==> src/rtl/tlp_tx_arbiter.sv <==
// Merges NUM_CHAN TLP sources onto one stream with packet-locked round-robin arbitration,
// a 2-entry output skid buffer, and a saturating counter of discarded SOP-less idle beats.
module tlp_tx_arbiter #(
  parameter int NUM_CHAN   = 2,
  parameter int DATA_WIDTH = 64
) (
  input  logic                           pcieClk_in,
  input  logic                           reset_in,
  input  logic [NUM_CHAN*DATA_WIDTH-1:0] chanData_in,
  input  logic [NUM_CHAN-1:0]            chanSOP_in,
  input  logic [NUM_CHAN-1:0]            chanEOP_in,
  input  logic [NUM_CHAN-1:0]            chanValid_in,
  output logic [NUM_CHAN-1:0]            chanReady_out,
  output logic [DATA_WIDTH-1:0]          txData_out,
  output logic                           txSOP_out,
  output logic                           txEOP_out,
  output logic                           txValid_out,
  input  logic                           txReady_in,
  output logic [NUM_CHAN-1:0]            grant_out,
  output logic [15:0]                    errCount_out
);
  localparam int CW = (NUM_CHAN > 1) ? $clog2(NUM_CHAN) : 1;
  localparam int EW = DATA_WIDTH + 2;

  typedef enum logic {IDLE, LOCKED} state_t;

  state_t              state_q, state_d;
  logic [CW-1:0]       lock_ch_q, lock_ch_d, last_q, last_d;
  logic [CW-1:0]       sel_ch, idx_c, orph_ch;
  logic [1:0]          occ_q, occ_d;
  logic                rd_ptr_q, rd_ptr_d, wr_ptr_q, wr_ptr_d, live_q, live_d;
  logic [EW-1:0]       mem_q [2];
  logic [EW-1:0]       mem_d [2];
  logic [15:0]         err_cnt_q, err_cnt_d;
  logic [NUM_CHAN-1:0] ready, grant;
  logic                buf_rdy, sel_vld, found, orph_vld, push, pop;
  logic [EW-1:0]       push_ent;
  int                  idx;

  always_comb begin
    state_d   = state_q;
    lock_ch_d = lock_ch_q;
    last_d    = last_q;
    occ_d     = occ_q;
    rd_ptr_d  = rd_ptr_q;
    wr_ptr_d  = wr_ptr_q;
    mem_d     = mem_q;
    err_cnt_d = err_cnt_q;
    live_d    = 1'b1;
    ready     = '0;
    grant     = '0;
    sel_ch    = '0;
    sel_vld   = 1'b0;
    found     = 1'b0;
    orph_ch   = '0;
    orph_vld  = 1'b0;
    idx       = 0;
    idx_c     = '0;
    // Buffer space is judged on registered occupancy only, so a full buffer never accepts
    buf_rdy   = (occ_q != 2'd2);

    // live_q holds off accepts until the second edge after reset release
    if (live_q) begin
      if (state_q == LOCKED) begin
        sel_ch  = lock_ch_q;
        sel_vld = 1'b1;
      end else begin
        for (int off = 1; off <= NUM_CHAN; off++) begin
          idx = int'(last_q) + off;
          if (idx >= NUM_CHAN) idx = idx - NUM_CHAN;
          idx_c = CW'(idx);
          if (!found && chanValid_in[idx_c] && chanSOP_in[idx_c]) begin
            found  = 1'b1;
            sel_ch = idx_c;
          end
        end
        sel_vld = found;
        if (!found) begin
          for (int c = NUM_CHAN - 1; c >= 0; c--) begin
            if (chanValid_in[CW'(c)]) begin
              orph_vld = 1'b1;
              orph_ch  = CW'(c);
            end
          end
        end
      end
    end

    if (sel_vld) ready[sel_ch] = buf_rdy;
    if (orph_vld) begin
      ready[orph_ch] = 1'b1;
      if (err_cnt_q != 16'hFFFF) err_cnt_d = err_cnt_q + 16'd1;
    end

    push     = sel_vld & buf_rdy & chanValid_in[sel_ch];
    push_ent = {chanSOP_in[sel_ch], chanEOP_in[sel_ch],
                chanData_in[int'(sel_ch)*DATA_WIDTH +: DATA_WIDTH]};
    pop      = (occ_q != 2'd0) & txReady_in;

    if (push) begin
      mem_d[wr_ptr_q] = push_ent;
      wr_ptr_d        = ~wr_ptr_q;
      if (state_q == IDLE) begin
        if (chanEOP_in[sel_ch]) begin
          last_d = sel_ch;
        end else begin
          state_d   = LOCKED;
          lock_ch_d = sel_ch;
        end
      end else if (chanEOP_in[sel_ch]) begin
        state_d = IDLE;
        last_d  = lock_ch_q;
      end
    end
    if (pop) rd_ptr_d = ~rd_ptr_q;

    case ({push, pop})
      2'b10:   occ_d = occ_q + 2'd1;
      2'b01:   occ_d = occ_q - 2'd1;
      default: occ_d = occ_q;
    endcase

    if (state_q == LOCKED) grant[lock_ch_q] = 1'b1;
  end

  always_ff @(posedge pcieClk_in or posedge reset_in) begin
    if (reset_in) begin
      state_q   <= IDLE;
      lock_ch_q <= '0;
      last_q    <= CW'(NUM_CHAN - 1);
      occ_q     <= '0;
      rd_ptr_q  <= 1'b0;
      wr_ptr_q  <= 1'b0;
      live_q    <= 1'b0;
      mem_q[0]  <= '0;
      mem_q[1]  <= '0;
      err_cnt_q <= '0;
    end else begin
      state_q   <= state_d;
      lock_ch_q <= lock_ch_d;
      last_q    <= last_d;
      occ_q     <= occ_d;
      rd_ptr_q  <= rd_ptr_d;
      wr_ptr_q  <= wr_ptr_d;
      live_q    <= live_d;
      mem_q[0]  <= mem_d[0];
      mem_q[1]  <= mem_d[1];
      err_cnt_q <= err_cnt_d;
    end
  end

  assign chanReady_out = ready;
  assign grant_out     = grant;
  assign errCount_out  = err_cnt_q;
  assign txValid_out   = (occ_q != 2'd0);
  assign txData_out    = mem_q[rd_ptr_q][DATA_WIDTH-1:0];
  assign txSOP_out     = txValid_out & mem_q[rd_ptr_q][EW-1];
  assign txEOP_out     = txValid_out & mem_q[rd_ptr_q][EW-2];

endmodule
==> config.mk <==
export PLATFORM = sky130hd
export DESIGN_NAME = tlp_tx_arbiter
export DESIGN_NICKNAME = d
export VERILOG_FILES = /design/src/rtl/tlp_tx_arbiter.sv
export SDC_FILE = /design/constraint.sdc
export NUM_CORES = 1
export LEC_CHECK = 0
export ABC_AREA = 1
export BUFFER_PORTS_ARGS = -buffer_cell sky130_fd_sc_hd__buf_2
export CAP_MARGIN = 20
export CORE_UTILIZATION = 50
export CTS_CLUSTER_DIAMETER = 150
export DETAILED_ROUTE_END_ITERATION = 10
export HOLD_SLACK_MARGIN = 0.1
export PLACE_DENSITY = 0.77
export SLEW_MARGIN = 20
export SYNTH_ARGS = -nofsm -noshare
export SYNTH_HDL_FRONTEND = slang
export SYNTH_SLANG_ARGS = --single-unit
==> constraint.sdc <==
create_clock -name pcieClk_in -period 7.95 [get_ports pcieClk_in]
set_input_delay 1.1925 -clock pcieClk_in [delete_from_list [all_inputs] [get_ports pcieClk_in]]
set_output_delay 1.1925 -clock pcieClk_in [all_outputs]
set_load 0.005 [all_outputs]
# [Yosys cells after proc, flatten, opt, wreduce, memory -nomap -nowiden]
# Index checks and enable logic that the tools add are counted.
[word_totals] mem_bits_ro=0 inputBits=137 latchBits=0 register_bits=156 mem_count=0 mem_bits_rw=0
[classes] n_mul=0 n_shift=1 reduce_logical=13 bitwise_logic=13 div_mod_pow=0 n_mux=60 magnitude_cmp=13 add_sub_neg=7 eq_ne=4
[ops] cell="66-bit 2-to-1 mux" count=4
[ops] cell="132-bit bitwise mux" count=1
[ops] cell="128-bit by 8-bit variable part select with 64-bit output" count=1
[ops] cell="66-bit demux with 1-bit select" count=1
[ops] cell="1-bit 2-to-1 mux" count=47
[ops] cell="16-bit by 1-bit adder with 16-bit output, second input constant" count=1
[ops] cell="16-bit != test, second input constant" count=1
[ops] cell="1-bit by 2-bit < comparator with 1-bit output, second input constant" count=5
[ops] cell="1-bit logical AND" count=7
[ops] cell="2-bit >= comparator, second input constant" count=3
[ops] cell="2-bit 2-to-1 mux" count=3
[ops] cell="1-bit AND" count=5
[ops] cell="1-bit NOT" count=4
[ops] cell="1-bit NOT with 2-bit output" count=2
[ops] cell="2-bit one-hot mux with 2 select lines" count=1
[ops] cell="2-bit AND reduction" count=2
[ops] cell="2-bit nonzero test" count=2
[ops] cell="1-bit by 2-bit adder with 3-bit output, second input constant" count=1
[ops] cell="1-bit demux with 1-bit select" count=3
[ops] cell="1-bit >= comparator, second input constant" count=3
[ops] cell="3-bit by 2-bit >= comparator with 1-bit output, second input constant" count=1
[ops] cell="3-bit AND reduction" count=1
[ops] cell="1-bit by 1-bit adder with 2-bit output, second input constant" count=1
[ops] cell="2-bit by 1-bit adder with 2-bit output, second input constant" count=1
[ops] cell="9 further kinds" count=10

# [Longest topological paths before layout]
# Gate-level depths: netlist of run 1.
[depth] word_depth=26 ltp_mapped=13

# [Worst setup path after synthesis of run 1]
# OpenSTA, ideal clock, no wires.
[synth_path] path_type="input to output" startpoint="in chanSOP_in[1]" endpoint="out chanReady_out[1]" t_required_ps=6758 arrival_time_ps=2000 setup_slack_ps=4757 stages=8 path_cell_list="nand2_1 nor2_1 nand2_1 nand2_2 nand2_4 buf_2 buf_2 nor2_1"
[synth_between] elab_chain_cells=21 elab_cells_between_ends=40
[synth_rtl] item="from (decl)" line_no="10" text="input logic [NUM_CHAN-1:0] chanSOP_in,"
[synth_rtl] item="1-bit 2-to-1 mux (not written as such) (2 in series)" line_no="72" text="if (!found && chanValid_in[idx_c] && chanSOP_in[idx_c]) begin"
[synth_rtl] item="1-bit logical AND" line_no="72"
[synth_rtl] item="1-bit 2-to-1 mux" line_no="72"
[synth_rtl] item="1-bit 2-to-1 mux" line_no="64" text="if (state_q == LOCKED) begin"
[synth_rtl] item="1-bit 2-to-1 mux" line_no="63" text="if (live_q) begin"
[synth_rtl] item="1-bit zero test" line_no="72"
[synth_rtl] item="1-bit logical AND (2 in series)" line_no="72"
[synth_rtl] item="1-bit 2-to-1 mux" line_no="72"
[synth_rtl] item="[3 not listed]"
[synth_rtl] item="1-bit 2-to-1 mux" line_no="64"
[synth_rtl] item="1-bit 2-to-1 mux" line_no="63"
[synth_rtl] item="1-bit by 2-bit < comparator with 1-bit output (not written as such) or 1-bit >= comparator (tied branches)" line_no="91" text="ready[orph_ch] = 1'b1;"
[synth_rtl] item="1-bit logical AND (not written as such)" line_no="91"
[synth_rtl] item="1-bit 2-to-1 mux (not written as such)" line_no="91"
[synth_rtl] item="1-bit demux with 1-bit select" line_no="91"
[synth_rtl] item="2-bit bitwise OR (no source line)"
[synth_rtl] item="2-bit 2-to-1 mux (*)" line_no="90" text="if (orph_vld) begin"
[synth_rtl] item="to (decl)" line_no="13" text="output logic [NUM_CHAN-1:0] chanReady_out,"
# Mark *: on every way between the ends. The rest lies on a longest branch, timed or not. The select of a mux whose other input is x is not followed.

# [Worst setup path in the final report of run 1]
# Ends and elaborated chain as after synthesis.

==> results.md, run 1 <==
Finish:
- Summing all multi-input logic gate instances after layout gives around 3700 sq um.
- The finished layout holds ~1,600 standard cells, fillers aside.
- After the last flow step, the layout net total stands at around 1,500.
- Across the whole layout, storage elements account for a little under 4000 sq um.
- The filler cell count in the final layout is roughly 1,500.
- The share of final-layout standard cells stronger than drive strength 1 is 0.205.
- The signed area change from the synthesized netlist to the final layout is 21.1%.
- The core utilization of the finished layout is 0.618.

Synth:
- In this run the mean area of a mapped cell was around 6.9 sq um.
- The count of yosys warnings during synthesis is 0.
- The cell area that synthesis handed to floorplanning was between 8000 and 9000 sq um.
- When the netlist entered floorplanning its net count stood at roughly 1,300.
- The number of synthesized register bits is 156.
- The count of cell types in the netlist is 28.
- Of the synthesized area, sequential elements account for 0.484.
- Counting every instance in the synthesized netlist gives 1,167.

Pwr:
- The analysis attributes to cell leakage a power of approximately 5.9 nW.
- The total power density per cell area is about 360 nW/um^2.
- The overall power of the completed layout is 3.53 mW.
- Of the total power, the share spent switching nets is 0.381.
- The analysis attributes to net switching a power of roughly 1.3 mW.
- The internal power is approximately 2.2 mW.
- The portion of total power attributed to combinational logic is 0.375.
- The worst-case IR drop observed on VDD is ~0.18 mV.
- The power share of the clock group is 0.236.
- The portion of total power attributed to sequential cells is 0.389.

Detailed routing:
- The total detailed-routing wirelength is 20,300 microns.
- The routed wirelength normalized by instance count is 12.8 microns.
- In the routed layout, each cell is associated on average with a via count of 4.72.
- The routed via count is between 7,000 and 8,000.
- For this run, design rule violations remaining after detail routing come to 0.
- The number of design-rule violations left by the first detailed-router iteration is a little under 500.
- The count of nets left with antenna violations once routing finished came out at 0.
- The length of the first detailed-routing pass in iterations is 8.

Floorplan:
- For this configuration, the core starts out at a cell density of 0.510.
- The number of rows created at floorplan is 46.
- Measured along the y axis, the die boundary spans approximately 130 microns.
- The die covers ~17,000 sq um.
- The I/O pin count is 224.
- In this run the horizontal extent of the chip is between 100 and 150 microns.
- The floorplan core area is around 16,000 sq um.

Worst setup path:
- The kind of end point of the critical path is a primary output.
- The largest delay contributor family on the critical path is simple AND/OR/NAND/NOR gates.
- The critical path's largest stage delay is between 500 and 600 ps.
- Traced cell by cell, the critical path runs through buf_2, nand2_1, nor2_1, nand2_1, nand2_2, nand2_4, nor2_1, buf_2.
- The worst endpoint required time is 6760 ps.
- The data arrival time of the critical path is 2400 ps.
- The setup path with the least slack is of type input pin to primary output.
- Among all stages on the critical path, the largest delay is contributed by sky130_fd_sc_hd__nand2_4.
- The worst setup path is launched from an input pin.
- The number of buffer and inverter instances along the worst setup path is 2.
- The largest fanout on the critical path is 70.

CTS:
- After clock tree synthesis, the flow added hold-fix buffers numbering 0.
- The number of instances resized during post-cts repair is 0.
- The root buffer cell chosen for the clock tree is sky130_fd_sc_hd__clkbuf_16.
- The buffer depth of the longest clock path is 2.
- The clock reaches the later pin of the worst-skew pair after between 400 and 500 ps.
- The number of H-tree branching levels is 4.
- The clock tree from TritonCTS is built.
- The number of sinks handled by clock tree synthesis is ~160.
- The setup fix buffers added after clock tree synthesis is 0.
- The clock slew at the register clock pins of the worst setup and hold paths is around 60 ps.
- The TritonCTS buffer count is 17.

Worst hold path:
- The min-delay analysis places its worst path in the category flip-flop to flip-flop.

STA:
- The worst-margin pin slew is just over 1000 ps.
- The total count of hold-check failures in the final report came to 0.
- The worst pin sits at a relative slew slack of 0.319.
- The number of setup violations in the final report is 0.
- The number of pins exceeding their max-slew limit in the final report came to 0.
- Adding up every negative setup slack in the final design gives 0 ps.
- Dividing the final minimum period by the clock period gives 0.451.
- Final hold analysis gives a worst-case slack of about 470 ps.
- The final setup skew is 11.8 ps.
- Setup repair after global routing left no endpoint under its margin.
- The shortest clock period the worst path allows after layout is roughly 3600 ps.
- Static timing analysis puts the maximum clock frequency at approximately 0.28 GHz.

Placed design:
- The count of input and output buffers is roughly 220.
- The cell total after placement is ~1,600.
- Routability-driven placement finished with a final weighted congestion of between 0.8 and 0.9.
- Summed over all nets, the half-perimeter wirelength after detailed placement is between 10,000 and 15,000 microns.

Run:
- Max-cap violations in this run came to 0.

Global routing:
- The largest net degree at the start of global routing is 80.
- The wire length of the first global-routing pass is between 30,000 and 40,000 microns.
- The number of antenna violations at the first check in global routing is 2.
- The via count of the first global-routing pass is around 6,800.
- The global-route total usage across every layer is 0.253.
- For this run the aggregate overflow at the end of global routing stands at 0.

Status:
- The run finished with clean final reports.
-- worst min-delay path: stages (launching register included) --
cell and delay [ps]:
sky130_fd_sc_hd__dfrtp_1 340, sky130_fd_sc_hd__nand2_1 50, sky130_fd_sc_hd__nand2_1 40
-- Yosys cell counts, drive strengths merged --
cell type,instances,share of area
o22ai,1,0.00078
o21ai,12,0.0074
conb,1,0.00046
xnor2,4,0.0043
a21oi,3,0.0019
nor2,25,0.015
inv,26,0.012
ha,2,0.0031
buf,39,0.037
xor2,13,0.014
nand4,3,0.0023
dfrtp,155,0.48
dfstp,1,0.0033
nor3,3,0.0019
clkbuf,19,0.0088
nand2,846,0.40
nand3,14,0.011
-- routing by layer --
metal,GRT usage,up-vias,part of all wire
met5,0,-,0
met4,0.0879,0,0.014
met3,0.0462,22,0.054
met2,0.424,230,0.48
met1,0.332,3373,0.45
li1,-,3871,-
-- stage by stage --
stage | worst slack (ps) | cell area [sq um]
6_report | 4360 | 9780
5_1_grt | 4140 | 9780
4_1_cts | 4340 | 9770
3_5_place_dp | 3990 | 9160
3_3_place_gp | 4090 | 9160
2_1_floorplan | 2550 | 8070
-- final cells by class --
cell class              instances  area share
diodes                          1    0.000256
well taps                     216      0.0276
clock inverters                11      0.0145
clock buffers                  21      0.0481
inverters                      26      0.0106
repair buffers                230       0.120
flip-flops and latches        156       0.400
multi-input cells             927       0.379
-- sequential cells by signal, indices dropped and copies added, names as in the netlist --
name	count
mem_q	132
live_q	1
wr_ptr_q	1
lock_ch_q	1
last_q	1
rd_ptr_q	1
errCount_out	16
state_q	1
occ_q	2
-- kinds of logic after synthesis --
logic type | after synthesis | synth area share
AND/OR/NAND/NOR | 891 | 0.426
flip-flops | 156 | 0.484
buffers and inverters | 84 | 0.0581
XOR/XNOR | 17 | 0.0184
AO/OA/AOI/OAI | 16 | 0.0101
adder cells (fa/ha/maj) | 2 | 0.00310
other | 1 | 0.000465
-- path summary, 6_finish.rpt --
kind	start	endpoint	slack (ps)	cells past startpoint
worst max-delay path	chanSOP_in[1]	chanReady_out[1]	4360	8
worst min-delay path	mem_q[130]$_DFFE_PP0P_	mem_q[130]$_DFFE_PP0P_	470	2
worst max register to register	state_q$_DFFE_PP0P_	mem_q[56]$_DFFE_PP0P_	4860	9
worst min register to register	mem_q[130]$_DFFE_PP0P_	mem_q[130]$_DFFE_PP0P_	470	2
max in group asynchronous	reset_in	rd_ptr_q$_DFFE_PP0P_	5870	3
min in group asynchronous	reset_in	mem_q[20]$_DFFE_PP0P_	880	2
-- power groups by stage --
| stage | Sequential, mW | Clock, mW | Combinational [mW] |
|---|---|---|---|
| final | 1.37 | 0.834 | 1.33 |
| after global routing | 1.42 | 0.879 | 1.52 |
| after CTS | 1.37 | 0.849 | 1.34 |
| after detailed placement | 1.38 | 0 | 1.33 |
| after global placement | 1.37 | 0 | 1.30 |
| after floorplan | 1.34 | 0 | 0.859 |
-- cell usage in the layout (no fill, tap or decap), types with 4 or more instances in the layout --
master,instances
sky130_fd_sc_hd__nand2_1,840
sky130_fd_sc_hd__buf_2,223
sky130_fd_sc_hd__dfrtp_1,154
sky130_fd_sc_hd__nor2_1,21
sky130_fd_sc_hd__inv_1,20
sky130_fd_sc_hd__clkbuf_16,17
sky130_fd_sc_hd__xor2_1,13
sky130_fd_sc_hd__nand3_1,12
sky130_fd_sc_hd__o21ai_0,11
sky130_fd_sc_hd__buf_4,6
sky130_fd_sc_hd__clkinv_2,5
sky130_fd_sc_hd__nand2_2,4
sky130_fd_sc_hd__xnor2_1,4
sky130_fd_sc_hd__inv_2,4
Power figures use the tool's default switching activity.
==> run 2: changes to the inputs <==
--- a/config.mk
+++ b/config.mk
@@ -8,7 +8,7 @@
 export ABC_AREA = 1
 export BUFFER_PORTS_ARGS = -buffer_cell sky130_fd_sc_hd__buf_2
 export CAP_MARGIN = 20
-export CORE_UTILIZATION = 50
+export CORE_UTILIZATION = 48
 export CTS_CLUSTER_DIAMETER = 150
 export DETAILED_ROUTE_END_ITERATION = 10
 export HOLD_SLACK_MARGIN = 0.1
==> constraint.sdc (replaced) <==
create_clock -name pcieClk_in -period 3.24 [get_ports pcieClk_in]
set_input_delay 0.486 -clock pcieClk_in [delete_from_list [all_inputs] [get_ports pcieClk_in]]
set_output_delay 0.486 -clock pcieClk_in [all_outputs]
set_load 0.005 [all_outputs]
==> run 2 against run 1 <==
Against the previous run:
- first-iteration DRC count is 5.0% lower
- wire length rose by 0.87%
- sequential power increased to 2.5 times the previous value
- critical path depth fell by 3
- worst setup slack lost 3800 ps
- combinational power rose by 140%
- flip-flop and latch count did not move
- via count up 1.8%
- count of clock-buffer cells in the layout shrank 2
- critical path type is now flip-flop to primary output
- highest routed layer unchanged
==> results.md, run 2 (synthesis results as in run 1) <==
Worst hold path:
- In this run the worst hold path is classified as input pin to asynchronous set/reset pin.

STA:
- The final setup skew is 7.88 ps.
- Subtracting the final worst setup slack from the clock period gives between 2000 and 3000 ps.
- Across all setup checks in the final design, the least slack found is between 500 and 600 ps.
- Measured against its own limit, the worst slew margin works out to 0.598.
- In the finished design, the share of the clock period the worst path needs comes to 0.816.
- For this run, the top clock speed supported by timing is about 0.38 GHz.
- Setup repair after global routing left no endpoint under its margin.
- The worst-margin pin slew is approximately 600 ps.
- The number of pins exceeding their max-slew limit in the final report is 0.
- Across all hold checks on the routed design, the worst slack comes to slightly below 100 ps.
- The total count of hold-check failures in the final report is 0.
- The number of setup violations in the final report is 0.
- Summed over all failing endpoints, the final setup total negative slack is 0 ps.

Pwr:
- For this design the static power due to leakage is roughly 6 nW.
- The largest vdd supply drop is 0.544 mV.
- The total power density per cell area is between 800 and 900 nW/um^2.

Worst setup path:
- The reg-to-reg startpoint is state_q$_DFFE_PP0P_.
- For the worst setup path, the data required time is 2750 ps.
- The number of cells on the worst reg-to-reg path is 9.
- The worst setup path is captured at a primary output.
- STA classifies the critical path startpoint as a flip-flop.
- In this run the register-to-register setup slack is between 900 and 1000 ps.
- In this run the worst path has a maximum fanout of 30.
- In this run the worst setup path begins at rd_ptr_q$_DFFE_PP0P_.
- The data arrival time of the critical path is between 2000 and 2500 ps.
- The category of the critical setup timing path is flip-flop to primary output.
- The worst reg2reg path endpoint is mem_q[1]$_DFFE_PP0P_.

Floorplan:
- The floorplan core area is roughly 17,000 sq um.
- The floorplan step set the die height to 132 microns.
- The die footprint is between 15,000 and 20,000 sq um.
- From left edge to right edge, the die measures 132 microns.
- The floorplan has 47 rows.
- The I/O pin count is 224.
- The effective utilization at floorplan is 0.489.

CTS:
- The clock slew at the register clock pins of the worst setup and hold paths is ~60 ps.
- Buffers added to address setup during post-CTS repair amount to 0.
- The hold buffer count at cts is 0.
- The number of sinks handled by clock tree synthesis is about 160.
- The number of H-tree branching levels is 4.
- The clock passes through at most 2 buffers.
- The clock tree from TritonCTS is built.
- The number of gates resized after CTS was 0.
- At the later pin of the worst-skew pair, clock insertion delay measures approximately 420 ps.
- Buffers inserted during clock tree synthesis total 17.
- The library cell used as clock root buffer is sky130_fd_sc_hd__clkbuf_16.

Placed design:
- The placed cell area is a little over 9000 sq um.
- OpenSTA, run right after detailed placement, puts the worst setup slack at between 700 and 800 ps.
- Buffers placed on the I/O ports in this run total between 200 and 250.
- Detailed placement ended at an HPWL of roughly 14,000 microns.
- The routability congestion estimate is about 0.81.

Detailed routing:
- In the routed layout, each cell is associated on average with a via count of approximately 4.8.
- The final route contains ~7,600 vias.
- Once detail routing completed, the nets flagged for antenna violations numbered 0.
- The total detailed-routing wirelength is approximately 21,000 microns.
- For this run, design rule violations remaining after detail routing come to 0.
- The detailed router finished its first iteration with between 400 and 500 violations.
- The routed wirelength normalized by instance count is around 13 microns.
- The length of the first detailed-routing pass in iterations is 5.

Finish:
- The layout has roughly 1,500 filler cells.
- The register with the most flip-flops in the final layout is mem_q.
- For this run, the share of the core covered by cells in the final layout is 0.599.
- The count of nets after finishing is roughly 1,500.
- The library cell used most frequently in the layout, excluding fill and tap cells, is sky130_fd_sc_hd__nand2_1.
- Summing all flip-flop and latch instances after layout gives approximately 3900 sq um.
- The multi-input gate area in the final layout is about 3700 sq um.
- The library cells used most frequently in the layout, excluding fill and tap cells, are sky130_fd_sc_hd__nand2_1 (840), sky130_fd_sc_hd__buf_2 (223), sky130_fd_sc_hd__dfrtp_1 (154).
- After routing the design area is about 9900 sq um.
- Relative to the synthesized area, the layout overhead comes to 22.7%.
- The register with the most flip-flops in the layout has ~130 of them.
- Of the cells placed in the final design, the portion with a size suffix greater than 1 is 0.210.

Global routing:
- Across every metal layer, demand over resource in global routing totals 0.248.
- For this run the aggregate overflow at the end of global routing stands at 0.
- The first global-routing pass estimated ~34,000 microns of wire.
- The via count of the first global-routing pass is 7,273.
- The number of antenna violations at the first check in global routing came to 1.
- Entering global routing, the biggest net connects 100 pins.

Status:
- The run finished with clean final reports.

Run:
- Across the run, the number of max-cap violations was 0.
run 2: cell type report:
class                   count  area share
diodes                      1    0.000253
inverters                  26      0.0102
clock buffers              19      0.0457
clock inverters            13      0.0155
flip-flops and latches    156       0.394
repair buffers            238       0.132
well taps                 220      0.0278
multi-input cells         927       0.374
run 2: worst max-delay path by stage:
stage                                   to  slack [ps]  depth (start not counted)
4_1_cts                     txData_out[24]         530                          5
2_1_floorplan  errCount_out[0]$_DFFE_PP0P_         780                          1
3_5_place_dp          mem_q[1]$_DFFE_PP0P_         730                         12
6_report                    txData_out[24]         590                          5
3_3_place_gp          mem_q[2]$_DFFE_PP0P_         800                         12
5_1_grt                     txData_out[24]         430                          5
run 2: worst max-delay path, stage by stage, from the launching register on:
cell and delay (ps):
sky130_fd_sc_hd__dfrtp_2 610, sky130_fd_sc_hd__inv_2 420, sky130_fd_sc_hd__buf_4 390, sky130_fd_sc_hd__nand2_1 80, sky130_fd_sc_hd__nand2_1 100, sky130_fd_sc_hd__buf_2 120
run 2: report_power, final:
| group | total, mW | internal, mW | switching [mW] |
|---|---|---|---|
| logic | 3.24 | 1.29 | 1.96 |
| clock network | 2.04 | 1.19 | 0.843 |
| registers | 3.44 | 2.85 | 0.589 |
run 2: through the flow:
stage | total power [mW] | std cells
finish | 8.72 | 1600
global route | 9.41 | 1599
CTS | 8.80 | 1599
detailed placement | 6.73 | 1567
global placement | 6.61 | 1567
floorplan | 5.39 | 1167
run 2: layer usage:
metal  share of wire  routed length, microns  track usage
met1            0.44                    9000        0.311
met3           0.049                    1010       0.0448
met4           0.022                     451       0.0995
met5               0                       0            0
met2            0.49                   10000        0.424
